--- config.mk ---
export PLATFORM = sky130hd
export DESIGN_NAME = sdram_port_arbiter
export DESIGN_NICKNAME = d
export VERILOG_FILES = /design/src/rtl/sdram_port_arbiter.sv
export SDC_FILE = /design/constraint.sdc
export NUM_CORES = 1
export LEC_CHECK = 0
export ABC_AREA = 0
export BUFFER_PORTS_ARGS = -buffer_cell sky130_fd_sc_hd__buf_2
export CAP_MARGIN = 15
export CORE_AREA = 2 2 119 121
export CTS_CLUSTER_SIZE = 40
export DETAILED_ROUTE_END_ITERATION = 10
export DIE_AREA = 0 0 121 123
export GPL_ROUTABILITY_DRIVEN = 0
export PLACE_DENSITY = 0.82
export SYNTH_ARGS = -nofsm -noshare
export SYNTH_HDL_FRONTEND = slang
export SYNTH_SLANG_ARGS = --single-unit
--- constraint.sdc ---
create_clock -name clk -period 1.7 [get_ports clk]
set_input_delay 0.34 -clock clk [delete_from_list [all_inputs] [get_ports clk]]
set_output_delay 0.34 -clock clk [all_outputs]
set_load 0.05 [all_outputs]
--- src/rtl/sdram_port_arbiter.sv ---
// Two-port (fetch/data) round-robin arbiter in front of an SDRAM controller.
// One transaction in flight; registered strobes, acks and read data.
module sdram_port_arbiter #(
  parameter int ADDR_WIDTH     = 22,
  parameter int DATA_WIDTH     = 32,
  parameter int TIMEOUT_CYCLES = 255
) (
  input  logic                    clk,
  input  logic                    sync_reset,
  input  logic                    i_req,
  input  logic [ADDR_WIDTH-1:0]   i_addr,
  output logic                    i_ack,
  output logic [DATA_WIDTH-1:0]   i_rdata,
  input  logic                    d_req,
  input  logic                    d_we,
  input  logic [ADDR_WIDTH-1:0]   d_addr,
  input  logic [DATA_WIDTH-1:0]   d_wdata,
  input  logic [DATA_WIDTH/8-1:0] d_be,
  output logic                    d_ack,
  output logic [DATA_WIDTH-1:0]   d_rdata,
  output logic                    mem_read,
  output logic                    mem_write,
  output logic [ADDR_WIDTH-1:0]   mem_addr,
  output logic [DATA_WIDTH-1:0]   mem_wdata,
  output logic [DATA_WIDTH/8-1:0] mem_be,
  input  logic                    mem_waitrequest,
  input  logic [DATA_WIDTH-1:0]   mem_rdata,
  input  logic                    mem_rdatavalid,
  output logic                    timeout_err
);

  localparam int CW = $clog2(TIMEOUT_CYCLES + 1);
  localparam logic [CW-1:0] T_LAST = CW'(TIMEOUT_CYCLES - 1);

  typedef enum logic [1:0] {
    IDLE,
    CMD,
    WAIT_RD,
    DONE
  } state_t;

  state_t        state;
  logic          grant_d;
  logic          last_d;
  logic [CW-1:0] tcnt;
  logic          pick_d;

  // Data wins only if fetch is idle or fetch was served last.
  always_comb begin
    pick_d = d_req && (!i_req || !last_d);
  end

  always_ff @(posedge clk) begin
    if (sync_reset) begin
      state       <= IDLE;
      grant_d     <= 1'b0;
      last_d      <= 1'b1;
      tcnt        <= '0;
      i_ack       <= 1'b0;
      d_ack       <= 1'b0;
      i_rdata     <= '0;
      d_rdata     <= '0;
      mem_read    <= 1'b0;
      mem_write   <= 1'b0;
      mem_addr    <= '0;
      mem_wdata   <= '0;
      mem_be      <= '0;
      timeout_err <= 1'b0;
    end else begin
      i_ack <= 1'b0;
      d_ack <= 1'b0;
      unique case (state)
        IDLE: begin
          if (i_req || d_req) begin
            grant_d   <= pick_d;
            last_d    <= pick_d;
            mem_addr  <= pick_d ? d_addr : i_addr;
            mem_wdata <= pick_d ? d_wdata : '0;
            mem_be    <= pick_d ? d_be : '0;
            mem_write <= pick_d & d_we;
            mem_read  <= !(pick_d & d_we);
            state     <= CMD;
          end
        end
        CMD: begin
          if (!mem_waitrequest) begin
            mem_read  <= 1'b0;
            mem_write <= 1'b0;
            if (mem_write) begin
              d_ack <= 1'b1;
              state <= DONE;
            end else begin
              tcnt  <= '0;
              state <= WAIT_RD;
            end
          end
        end
        WAIT_RD: begin
          if (mem_rdatavalid) begin
            if (grant_d) begin
              d_rdata <= mem_rdata;
              d_ack   <= 1'b1;
            end else begin
              i_rdata <= mem_rdata;
              i_ack   <= 1'b1;
            end
            state <= DONE;
          end else if (tcnt == T_LAST) begin
            if (grant_d) begin
              d_rdata <= '0;
              d_ack   <= 1'b1;
            end else begin
              i_rdata <= '0;
              i_ack   <= 1'b1;
            end
            timeout_err <= 1'b1;
            state       <= DONE;
          end else begin
            tcnt <= tcnt + 1'b1;
          end
        end
        DONE: begin
          state <= IDLE;
        end
        default: state <= IDLE;
      endcase
    end
  end

endmodule

==> metrics.csv <==
stage,metric,value,unit
status,status,completed,
power,finalPower,11.50,mW
setup_path,crit_path_max_fanout,6,
timing,rsz0062_at_grt,true,
timing,finalSetupViolCount,0,
timing,fin_setup_tns,0,ns
die,pin_count,246,
synth,synth_mux_area_frac,0.04323,
setup_path,r2r_slack,0.03,ns
setup_path,reg2reg_to,tcnt[5]$_SDFFE_PP0P_,
finish,antenna_cells,0,
synth,async_flop_share,0,
die,start_util,0.3912,
finish,fillers,1217,
timing,slew_viol_final,0,
finish,drive_above_1_share,0.3803,
place,dpl.cell_count,1011,
setup_path,end_kind,flip-flop,
synth,ys_top_cells_by_area,"dfxtp_1, a21oi_1, nand3_1, a22oi_1, nand2_1",
timing,worst_slew_pin_slew,0.3925,ns
synth,synth_xor_area_frac,0,
clock_network,hold_buffers,0,
global_routing,grt_pass1_wl,23.92,mm
setup_path,worst_path_max_delay_cell,or3_4,
finish,final_common_cell,buf_2,
global_routing,antenna_found_initial,0,
synth,yosysTopAreaCell,dfxtp_1,
timing,finalClockSkew,0.006702,ns
power,p_leak,3.421,nW
synth,synth.distinct_cells,39,
hold_path,min_path_type,in -> reg,
setup_path,arrival,2.01,ns
route,avgViaCountPerCell,5.145,
synth,netlist_area,5325,um^2
finish,finish.utilization,0.5605,
timing,fin_crit_sh,0.9852,
setup_path,crit_path_start_kind,flip-flop,
die,rows,43,
setup_path,crit_family,simple AND/OR/NAND/NOR gates,
power,power_density,1508,nW/um^2
finish,final_cells,1045,
route,dr.first_iter.drc_count,268,
clock_network,cts_num_sinks,139,
synth,ys_seq_area_frac,0.5226,
clock_network,cts_max_level,4,
setup_path,reg2reg_depth,7,
timing,slew_headroom,0.7375,
setup_path,cp_data_required_time,2.03,ns
clock_network,cts_buffer_depth,2,
place,post-dp-hpwl,10.60,mm
synth,synth_cells,611,
route,wl_per_cell,14.63,um
timing,hold_viol_final,0,
global_routing,first_global_vias,4961,
clock_network,cts_buffers,17,
setup_path,cp_num_buf_inv,1,
power,peakVddDrop,0.001077,V
route,dr.pass1.iters,5,
route,vias,5377,
global_routing,grtUsageTotal,0.2014,
timing,fmax,597.1,MHz
synth,synth-compound-area-share,0.1861,
setup_path,path_class,reg -> reg,
clock_network,insertion_delay,0.40,ns
synth,ys_ff_latch,139,
synth,synth_top_cell_area_share,0.5226,
synth,synth_flop_cell,dfxtp_1,
synth,yosys.area_share.adder,0.01175,
place,postPlaceCellArea,6932,um^2
synth,synth_nets,735,
setup_path,crit_end,tcnt[5]$_SDFFE_PP0P_,
synth,synth_top_family_by_area,simple AND/OR/NAND/NOR gates,
global_routing,overflow,0,
setup_path,crit_cells,7,
run,cap_violations,0,
place,portBuffers,245,
hold_path,min_path_cells,3,
route,wirelength,15.29,mm
timing,fin_crit,1.675,ns
synth,ys_warn_count,0,
finish,area_growth,43.28,%
route,antenna_left,0,
clock_network,cts_tree,yes,
global_routing,grt_max_degree,65,
synth,synth-edff-count,0,
die,die_y,123,um
setup_path,crit_chain,"inv_1, ha_2, o21ai_2, nand2_1, or3_4, or3_1, o21ai_0",
die,dieArea,14880,um^2
setup_path,reg2reg_from,state[1]$_SDFFE_PP0P_,
route,drc,0,
clock_network,cts_root_buf,clkbuf_16,
clock_network,cts.clk_slew.worst_paths,0.06,ns
die,core_region_area,13610,um^2
setup_path,crit_start,state[1]$_SDFFE_PP0P_,
finish,nets,978,
synth,yosys.area_share.simple,0.1941,
synth,avgSynthCellArea,8.715,um^2
finish,final_area,7630,um^2
setup_path,critical_path.max_stage_delay,0.41,ns
die,die_width,121,um
finish,final_cell_mix,"buf_2, dfxtp_1, nand2_1, a21oi_1, nor2_1",
[registers in the layout, indices dropped and copies added (netlist names)]
register and count:
mem_addr 22, mem_be 4, mem_read 1, mem_write 1, i_ack 1, d_rdata 32, tcnt 8, state 2
i_rdata 32, timeout_err 1, last_d 1, mem_wdata 32, grant_d 1, d_ack 1
[routing by layer]
metal  global-route usage  up-vias  share of wire
li1                     -     2632              -
met1               0.2354     2483           0.41
met2               0.3522      247           0.50
met3              0.05858       15          0.086
met4              0.07049        0          0.012
met5                    0        -              0
[report_power, final]
part           leakage, nW  internal [mW]  total (mW)  switching (mW)
Sequential            1.13           3.72        3.96           0.240
Clock                0.274           2.16        3.51            1.35
Combinational         2.02           1.24        4.04            2.80
[tightest hold or removal path: stages]
cell and delay [ns]:
buf_2 0.07, a22oi_1 0.05, nor2_1 0.07
[Yosys cell counts (all sizes together), types with 3 or more instances]
cell	count
o21ai	10
inv	4
a22oi	38
a211oi	22
nand2	72
mux2i	23
or3	3
nor2	70
nand2b	5
a21oi	72
clkbuf	40
buf	12
nor2b	4
ha	5
dfxtp	139
nand3	67
[cell type report]
type                       instances  area [um^2]  share of cell area
clock buffer                      21        480.5             0.06297
clock inverter                     9        88.84             0.01164
inverter                           4        15.01            0.001968
multi-input combinational        416         2402              0.3149
sequential                       139         2784              0.3649
tap                              180        225.2             0.02952
timing repair buffer             276         1634              0.2142
[timing repair]
action | CTS | global route
setup buffers | 0 | 2
endpoints found under the hold margin | 0 | 0
pin swaps | 0 | 2
resized for setup | 5 | 11
setup endpoints to repair | 8 | 21
gates cloned | 0 | 2
[stage by stage]
step	hold slack, ns	worst slack, ns
3_5_place_dp	0.4432	-0.05278
4_1_cts	0.1467	0.01499
2_1_floorplan	0.4304	0.01894
5_1_grt	0.1517	-0.08210
6_report	0.1686	0.02511
3_3_place_gp	0.4384	-0.01856
[how the worst min path moves through the flow]
stage / from / end / slack (ns)
floorplan: last_d$_SDFFE_PP1P_ / last_d$_SDFFE_PP1P_ / 0.43
global placement: d_rdata[17]$_SDFFE_PP0P_ / d_rdata[17]$_SDFFE_PP0P_ / 0.44
detailed placement: i_rdata[11]$_SDFFE_PP0P_ / i_rdata[11]$_SDFFE_PP0P_ / 0.44
CTS: d_wdata[2] / mem_wdata[2]$_SDFFE_PP0P_ / 0.15
global route: d_wdata[30] / mem_wdata[30]$_SDFFE_PP0P_ / 0.15
finish: d_wdata[30] / mem_wdata[30]$_SDFFE_PP0P_ / 0.17
[kinds of logic after synthesis]
logic type	count (synthesis)
fa+ha+maj	5
compound gates	156
flops	139
mux	23
buf+inv	56
simple gates	232
No activity file was read; power rests on OpenSTA's default activity.
